File: src/rtl/x2050_pkg.sv
// Shared types and constants for the 2050 instruction-fetch sequencer.
package x2050_pkg;

  typedef enum logic [2:0] {
    StIdle,
    StCheck,
    StReq0,
    StReq1,
    StPresent,
    StFault,
    StDrain
  } fetch_state_e;

  localparam logic [3:0] INT_ADDRESSING    = 4'h5;
  localparam logic [3:0] INT_SPECIFICATION = 4'h6;

  // Instruction length in halfwords from opcode bits [7:6]: RR=1, RX/RS=2, SS=3.
  function automatic logic [1:0] ilen(input logic [1:0] op_hi);
    logic [1:0] n;
    unique case (op_hi)
      2'b00:   n = 2'd1;
      2'b11:   n = 2'd3;
      default: n = 2'd2;
    endcase
    return n;
  endfunction

endpackage

File: src/rtl/x2050_ins_align.sv
// Extracts a left-justified instruction from up to two storage words.
module x2050_ins_align (
  input  logic [31:0] i_word0,
  input  logic [31:0] i_word1,
  input  logic        i_iar1,
  input  logic [1:0]  i_ilc,
  output logic [47:0] o_ins
);

  logic [63:0] w_stream;
  logic [47:0] w_mask;

  // Byte stream starting at the instruction, then keep only ILC halfwords.
  always_comb begin
    w_stream = i_iar1 ? {i_word0[15:0], i_word1, 16'h0000} : {i_word0, i_word1};
    unique case (i_ilc)
      2'd1:    w_mask = 48'hFFFF_0000_0000;
      2'd2:    w_mask = 48'hFFFF_FFFF_0000;
      2'd3:    w_mask = 48'hFFFF_FFFF_FFFF;
      default: w_mask = 48'h0;
    endcase
    o_ins = w_stream[63:16] & w_mask;
  end

endmodule

File: src/rtl/x2050_ifetch_seq.sv
// Instruction-fetch sequencer: owns IAR, fetches one or two storage words per instruction,
// presents the aligned instruction with its ILC, and latches program-check faults.
module x2050_ifetch_seq
  import x2050_pkg::*;
#(
  parameter logic [23:0] STORE_SIZE = 24'h040000
) (
  input  logic        i_clk,
  input  logic        i_reset,
  input  logic        i_branch,
  input  logic [23:0] i_branch_iar,
  input  logic        i_hold,
  output logic        o_mem_req,
  output logic [23:0] o_mem_addr,
  input  logic        i_mem_ack,
  input  logic [31:0] i_mem_data,
  output logic        o_ins_valid,
  input  logic        i_ins_ready,
  output logic [47:0] o_ins,
  output logic [1:0]  o_ilc,
  output logic [23:0] o_iar,
  output logic [31:0] o_t_reg,
  output logic        o_invalid_address,
  output logic        o_refetch,
  output logic        o_pgm_int,
  output logic [3:0]  o_int_code
);

  fetch_state_e r_state, w_state_d;
  logic [23:0]  r_iar, w_iar_d;
  logic [23:0]  r_mem_addr, w_mem_addr_d;
  logic [31:0]  r_t_reg, w_t_reg_d;
  logic [31:0]  r_word0, w_word0_d;
  logic [31:0]  r_word1, w_word1_d;
  logic [1:0]   r_ilc, w_ilc_d;
  logic         r_refetch, w_refetch_d;
  logic         r_inv, w_inv_d;
  logic [3:0]   r_int_code, w_int_code_d;

  logic         w_req_active;
  logic [23:0]  w_word_addr;
  logic [23:0]  w_next_addr;
  logic [1:0]   w_len;
  logic         w_need2;
  logic [47:0]  w_ins;

  assign w_req_active = (r_state == StReq0) || (r_state == StReq1) || (r_state == StDrain);
  assign w_word_addr  = {r_iar[23:2], 2'b00};
  assign w_next_addr  = r_mem_addr + 24'd4;
  assign w_len        = ilen(r_iar[1] ? i_mem_data[15:14] : i_mem_data[31:30]);
  // Second word needed when the instruction outruns the bytes left in the first word.
  assign w_need2      = (w_len == 2'd3) || (r_iar[1] && (w_len != 2'd1));

  x2050_ins_align u_align (
    .i_word0 (r_word0),
    .i_word1 (r_word1),
    .i_iar1  (r_iar[1]),
    .i_ilc   (r_ilc),
    .o_ins   (w_ins)
  );

  // Next-state and datapath update; branch overrides whatever the state decided.
  always_comb begin
    w_state_d    = r_state;
    w_iar_d      = r_iar;
    w_mem_addr_d = r_mem_addr;
    w_t_reg_d    = r_t_reg;
    w_word0_d    = r_word0;
    w_word1_d    = r_word1;
    w_ilc_d      = r_ilc;
    w_refetch_d  = 1'b0;
    w_inv_d      = r_inv;
    w_int_code_d = r_int_code;

    unique case (r_state)
      StIdle: begin
        if (!i_hold) w_state_d = StCheck;
      end
      StCheck: begin
        if (r_iar[0]) begin
          w_state_d    = StFault;
          w_int_code_d = INT_SPECIFICATION;
        end else if (w_word_addr >= STORE_SIZE) begin
          w_state_d    = StFault;
          w_int_code_d = INT_ADDRESSING;
          w_inv_d      = 1'b1;
        end else begin
          w_mem_addr_d = w_word_addr;
          w_state_d    = StReq0;
        end
      end
      StReq0: begin
        if (i_mem_ack) begin
          w_t_reg_d = i_mem_data;
          w_word0_d = i_mem_data;
          w_word1_d = 32'h0;
          w_ilc_d   = w_len;
          if (!w_need2) begin
            w_state_d = StPresent;
          end else if (w_next_addr >= STORE_SIZE) begin
            w_state_d    = StFault;
            w_int_code_d = INT_ADDRESSING;
            w_inv_d      = 1'b1;
          end else begin
            w_mem_addr_d = w_next_addr;
            w_refetch_d  = 1'b1;
            w_state_d    = StReq1;
          end
        end
      end
      StReq1: begin
        if (i_mem_ack) begin
          w_t_reg_d = i_mem_data;
          w_word1_d = i_mem_data;
          w_state_d = StPresent;
        end
      end
      StPresent: begin
        if (i_ins_ready) begin
          w_iar_d   = r_iar + {21'b0, r_ilc, 1'b0};
          w_state_d = StIdle;
        end
      end
      StFault: ;
      StDrain: begin
        if (i_mem_ack) w_state_d = StIdle;
      end
      default: w_state_d = StIdle;
    endcase

    if (i_branch) begin
      w_iar_d      = i_branch_iar;
      w_t_reg_d    = r_t_reg;
      w_refetch_d  = 1'b0;
      w_inv_d      = 1'b0;
      w_int_code_d = 4'h0;
      // An issued request must still see its ack, so wait it out in DRAIN.
      w_state_d    = (w_req_active && !i_mem_ack) ? StDrain : StIdle;
    end
  end

  // State and datapath registers.
  always_ff @(posedge i_clk or posedge i_reset) begin
    if (i_reset) begin
      r_state    <= StIdle;
      r_iar      <= 24'h0;
      r_mem_addr <= 24'h0;
      r_t_reg    <= 32'h0;
      r_word0    <= 32'h0;
      r_word1    <= 32'h0;
      r_ilc      <= 2'd0;
      r_refetch  <= 1'b0;
      r_inv      <= 1'b0;
      r_int_code <= 4'h0;
    end else begin
      r_state    <= w_state_d;
      r_iar      <= w_iar_d;
      r_mem_addr <= w_mem_addr_d;
      r_t_reg    <= w_t_reg_d;
      r_word0    <= w_word0_d;
      r_word1    <= w_word1_d;
      r_ilc      <= w_ilc_d;
      r_refetch  <= w_refetch_d;
      r_inv      <= w_inv_d;
      r_int_code <= w_int_code_d;
    end
  end

  assign o_mem_req         = w_req_active;
  assign o_mem_addr        = r_mem_addr;
  assign o_ins_valid       = (r_state == StPresent);
  assign o_ins             = (r_state == StPresent) ? w_ins : 48'h0;
  assign o_ilc             = (r_state == StPresent) ? r_ilc : 2'd0;
  assign o_iar             = r_iar;
  assign o_t_reg           = r_t_reg;
  assign o_invalid_address = r_inv;
  assign o_refetch         = r_refetch;
  assign o_pgm_int         = (r_state == StFault);
  assign o_int_code        = (r_state == StFault) ? r_int_code : 4'h0;

endmodule

File: config.mk
export PLATFORM = sky130hd
export DESIGN_NAME = x2050_ifetch_seq
export DESIGN_NICKNAME = d
export VERILOG_FILES = /design/src/rtl/x2050_pkg.sv /design/src/rtl/x2050_ins_align.sv /design/src/rtl/x2050_ifetch_seq.sv
export SDC_FILE = /design/constraint.sdc
export NUM_CORES = 1
export LEC_CHECK = 0
export ABC_AREA = 1
export CAP_MARGIN = 10
export CORE_UTILIZATION = 40
export CTS_CLUSTER_SIZE = 16
export DETAILED_ROUTE_END_ITERATION = 8
export PLACE_DENSITY = 0.72
export SLEW_MARGIN = 15
export SYNTH_ARGS = -nofsm -noshare
export SYNTH_HDL_FRONTEND = slang
export SYNTH_SLANG_ARGS = --single-unit
File: constraint.sdc
create_clock -name i_clk -period 5.7 [get_ports i_clk]
set_input_delay 0.57 -clock i_clk [delete_from_list [all_inputs] [get_ports i_clk]]
set_output_delay 0.57 -clock i_clk [all_outputs]
set_load 0.01 [all_outputs]
After elaboration in Yosys (flattened, before gate mapping)
Index checks and enable logic that the tools add are counted.
Widths: inputs -> output; s select.
{"block": "op_classes", "n_addsub": 2, "n_lt_le_gt_ge": 2, "n_eq_ne": 29, "muxes": 50, "bitwise_logic": 2, "n_reduce_logical": 22}
{"op": "$mux 24", "n": 8}
{"op": "$pmux 48 s3", "n": 1}
{"op": "$mux 32", "n": 2}
{"op": "$mux 64", "n": 1}
{"op": "$pmux 32 s2", "n": 1}
{"op": "$and 48x48->48", "n": 1}
{"op": "$ge 24x19->1 const B", "n": 2}
{"op": "$mux 48", "n": 1}
{"op": "$pmux 24 s2", "n": 1}
{"op": "$mux 3", "n": 11}
{"op": "$mux 4", "n": 7}
{"op": "$add 24x3->24", "n": 1}
{"op": "$add 24x3->24 const B", "n": 1}
{"op": "$ne 3x3->1 const B", "n": 7}
{"op": "$pmux 3 s7", "n": 1}
{"op": "$reduce_and 6->1", "n": 3}
{"op": "$ne 2x2->1 const B", "n": 7}
{"op": "$mux 1", "n": 11}
{"op": "$eq 3x3->1 const B", "n": 3}
{"op": "$eq 2x2->1 const B", "n": 4}
{"op": "$pmux 4 s2", "n": 1}
{"op": "$reduce_bool 2->1", "n": 4}
{"op": "$eq 3x2->1 const B", "n": 2}
{"op": "$ne 3x2->1 const B", "n": 2}
{"op": "18 further kinds", "n": 24}
{"block": "word_totals", "ff_bits": 155, "in_bits": 62, "wordCells": 117}

Longest topological paths before layout
{"block": "logic_depth", "depth_word": 10, "ltp_mapped": 16, "mapped_depth_nobuf": 16}

Hierarchy
Synthesis repeated with hierarchy kept, for this count alone.
{"block": "hier_totals", "hier_cells": 1162, "hier_area_um2": 8516.9}
{"module": "x2050_ifetch_seq", "instances": 1, "cells_per_inst": 1002, "area_each_um2": 7752.4, "seq_area_each_um2": 3803.6}
{"module": "x2050_ins_align", "instances": 1, "cells_per_inst": 160, "area_each_um2": 764.5, "seq_area_each_um2": 0.0}

Least setup slack after synthesis
No wires, ideal clock.
{"block": "synth_timing", "path_kind": "register to register", "start": "register r_iar[1] (netlist: o_iar[1])", "end": "register r_mem_addr[9] (netlist: o_mem_addr[9])", "setup_ns": 0.123, "t_arrival_ns": 2.312, "t_required_ns": 5.577, "slack_ns": 3.265, "stages_incl_launch_ff": 14, "path_buffers": 3, "period_less_slack_ns": 2.435, "path_cell_list": "dfrtp_1 clkbuf_1 clkbuf_1 o21ai_0 ha_1 o21ai_0 inv_1 nor2_1 nor2_1 nor2_2 nand2_4 buf_6 nand2_1 o21ai_2"}
{"block": "synth_via", "elab_chain_len": 8, "word_cells_on_any_way": 10, "classes_between": "eq/ne: 4; mux: 2; reduce/logical: 4"}
{"item": "start: declaration", "line_no": "x2050_ifetch_seq.sv:30", "rtl": "logic [23:0] r_iar, w_iar_d;"}
{"item": "start signal: assignment", "line_no": "x2050_ifetch_seq.sv:157", "rtl": "r_iar <= w_iar_d;"}
{"item": "$mux 2", "line_no": "x2050_ifetch_seq.sv:50", "rtl": "assign w_len = ilen(r_iar[1] ? i_mem_data[15:14] : i_mem_data[31:30]);"}
{"item": "$eq 2x2->1 or $logic_not 2->1 (tied branches)", "line_no": "x2050_pkg.sv:20", "rtl": "unique case (op_hi)"}
{"item": "$pmux 2 s2", "line_no": "x2050_pkg.sv:20"}
{"item": "$ne 2x1->1", "line_no": "x2050_ifetch_seq.sv:52", "rtl": "assign w_need2 = (w_len == 2'd3) || (r_iar[1] && (w_len != 2'd1));"}
{"item": "$logic_and 1x1->1", "line_no": "x2050_ifetch_seq.sv:52"}
{"item": "$logic_or 1x1->1 (*)", "line_no": "x2050_ifetch_seq.sv:52"}
{"item": "$ne 2x2->1 (no source line) (*)"}
{"item": "$reduce_and 6->1 (no source line) (*)"}
{"item": "end signal: assignment", "line_no": "x2050_ifetch_seq.sv:158", "rtl": "r_mem_addr <= w_mem_addr_d;"}
{"item": "end: declaration", "line_no": "x2050_ifetch_seq.sv:31", "rtl": "logic [23:0] r_mem_addr, w_mem_addr_d;"}
Every way passes the cells marked *; elsewhere a longest branch is shown, timed or not.
A chain may end at the register's enable or synchronous reset.

Final worst setup path
{"block": "layout_timing", "start": "register r_iar[1] (netlist: o_iar[1])", "end": "output o_ins[25]"}
{"block": "layout_via", "elab_chain_len": 3}
{"item": "$mux 64", "line_no": "x2050_ins_align.sv:15", "rtl": "w_stream = i_iar1 ? {i_word0[15:0], i_word1, 16'h0000} : {i_word0, i_word1};"}
{"item": "$and 48x48->48", "line_no": "x2050_ins_align.sv:22", "rtl": "o_ins = w_stream[63:16] & w_mask;"}
{"item": "$mux 48", "line_no": "x2050_ifetch_seq.sv:172", "rtl": "assign o_ins = (r_state == StPresent) ? w_ins : 48'h0;"}
{"item": "end: declaration", "line_no": "x2050_ifetch_seq.sv:19", "rtl": "output logic [47:0] o_ins,"}
Every way passes these cells.

==> summary.txt <==
leakage: 4.69 nW
unrepaired setup endpoints after global routing: false
Root Driver: clkbuf_16
overall routing resource usage: 24.1%
fin crit share: 59.9%
Least-Margin Pin Slew: 1030 ps
clk_skew: 8.13 ps
IR drop worst, VDD: 0.000261 V
WL per Instance: 15.9 um
sequential share of the synthesized area: 47.2%
n_diodes: 0
1st-iter DRT viols: 473
power density over cell area: 337 nW/um^2
final WL: 23.9 mm
total setup buffers inserted after CTS: 0
Syn Inst Count: 1,049
status: completed
cts bufs inserted: 17
CTS tree: done
H-tree depth: 4
Pre-antenna DRT Iters: 5
initial antenna violation count: 0
CP max FO: 47
PostCTS Resize Cnt: 0
post-synthesis cell type count: 39
post-DP HPWL: 17.1 mm
crit-path cells: buf_4 > inv_2 > nand2_1 > a21oi_1 > clkdlybuf4s50_1
post-layout util: 55.0%
Avg Cell Area, Syn: 7.68 sq um
io pins: 201
clock sink count: 152
Syn Std Cell Area: 8060 sq um
crit-path leading delay family: buffers and inverters
setup TNS: 0 ps
# rows: 51
minimum clock period after layout: 3410 ps
worst path arrival time: 2840 ps
Initial Util: 41.1%
Reg2Reg Setup Slack: 2480 ps
reg2reg start: o_iar[1]
crit path capture: o_ins[25]
worst skew pair latency: 430 ps
fin. max-slew vios: 0
Rel. slew slack: 31.2%
vias in the first global route: 7,211
Req. time, crit path: 5130 ps
Core Area: 19,600 sq um
slowest stage delay, CP: 600 ps
max frequency: 0.293 GHz
critical path depth in cells: 5
Setup CP Type: reg2out
endpoints failing setup: 0
width of the die: 144 um
Critical-path top delay cell: clkdlybuf4s50_1
Worst Hold Class: reg2reg
Area Overhead vs Synth: 33.6%
CP startpoint kind: flop
first-pass GRT wire length: 38.3 mm
Synth Warn #: 0
largest net degree at the start of global routing: 111
Final Hold Fails: 0
Max Buffers Root-to-Sink: 2
Via density: 5.10
fraction of registers with async set/reset: 100%
Port Buffers: 197
gpl congestion: 0.931
# DRC: 0
commonest register cell after synthesis: dfrtp_1
CP endpoint kind: output pin
ratio of cells with drive above 1 in the final layout: 7.05%
Post-synth EDFFs: 0
clock-pin slew on the worst setup and hold paths: 60 ps
Nets: 1,288
total chip power: 0.00363 W
Vias: 7,638
Die Footprint: 20,700 sq um
WP buf/inv: 3
Setup crit start: o_iar[1]
total gr overflow: 0
Routed Antenna Nets: 0
R2R cell count: 14
Die H: 144 um
FF+latch count, synth: 152
r2r endpoint: o_iar[23]
# Max-Cap Violations: 0
hold buffers post-CTS: 0
==> synth_stat cells, types with 10 or more instances <==
cell | count | share of area, %
o22ai_1 | 12 | 0.93
nand2_1 | 290 | 14
xor2_1 | 22 | 2.4
nor2_4 | 10 | 1.4
dfrtp_1 | 152 | 47
nor2_1 | 81 | 3.8
a21oi_1 | 62 | 3.9
nor3_1 | 13 | 0.81
nand3_1 | 24 | 1.5
inv_1 | 112 | 5.2
o21ai_0 | 137 | 8.5
clkbuf_1 | 40 | 1.9
==> metrics by stage <==
step	instance area, sq um	cells	hold WS, ps	worst slack (ps)
6_report	10800	1499	485	2290
4_1_cts	10800	1499	489	2310
2_1_floorplan	8060	1051	452	1040
3_5_place_dp	10200	1467	473	2190
3_3_place_gp	10200	1467	465	2330
5_1_grt	10800	1499	507	2110
==> where the power goes <==
group          switching [W]  total [W]  internal [W]
Combinational       0.000581    0.00104      0.000461
Clock               0.000524    0.00111      0.000584
Sequential          0.000223    0.00148       0.00126
==> tightest hold or removal path: stages (launching register included) <==
cell and delay, ps:
dfrtp_1 340, nand2_1 50, o21ai_0 60
==> cell usage in the layout, fill, tap and decap left out, types with 10 or more instances in the layout <==
cell type and n:
nand2_1 288, clkdlybuf4s50_1 197, dfrtp_1 151, o21ai_0 137
inv_1 111, nor2_1 81, a21oi_1 62, nand3_1 24
xor2_1 22, clkbuf_16 17, nor3_1 13, o22ai_1 12
nor2_4 10
==> cell families after synthesis <==
kind of cell,count (synthesis),synth area share (%)
buffers and inverters,171,8.43
XOR/XNOR,24,2.61
flip-flops,152,47.2
other,1,0.0465
AO/OA/AOI/OAI,249,16.9
adder cells (fa/ha/maj),5,0.870
AND/OR/NAND/NOR,447,23.9
==> per-layer routing <==
metal | GRT usage, % | up-vias | share of wire (%)
met5 | 0 | - | 0
met4 | 10.3 | 0 | 3.2
met3 | 4.57 | 47 | 7.0
met2 | 37.9 | 299 | 47
met1 | 32.3 | 3574 | 43
li1 | - | 3718 | -
==> area by class of cell <==
class / count / area (sq um)
clock buffers: 17 / 425
clock inverters: 15 / 153
fillers: 1806 / 8820
inverters: 121 / 459
multi-input cells: 728 / 3590
flip-flops and latches: 152 / 3800
well taps: 265 / 332
repair buffers: 201 / 2000
==> worst min path at each step <==
stage	cells after the start	start	slack, ps	endpoint
after global routing	2	r_word0[25]	510	r_word0[25]
after global placement	2	o_t_reg[28]	470	o_t_reg[28]
after CTS	2	o_t_reg[28]	490	o_t_reg[28]
after floorplan	2	r_int_code[1]	450	r_int_code[1]
after detailed placement	2	o_t_reg[27]	470	o_t_reg[27]
final	2	o_t_reg[27]	480	o_t_reg[27]
Power figures use the tool's default switching activity.
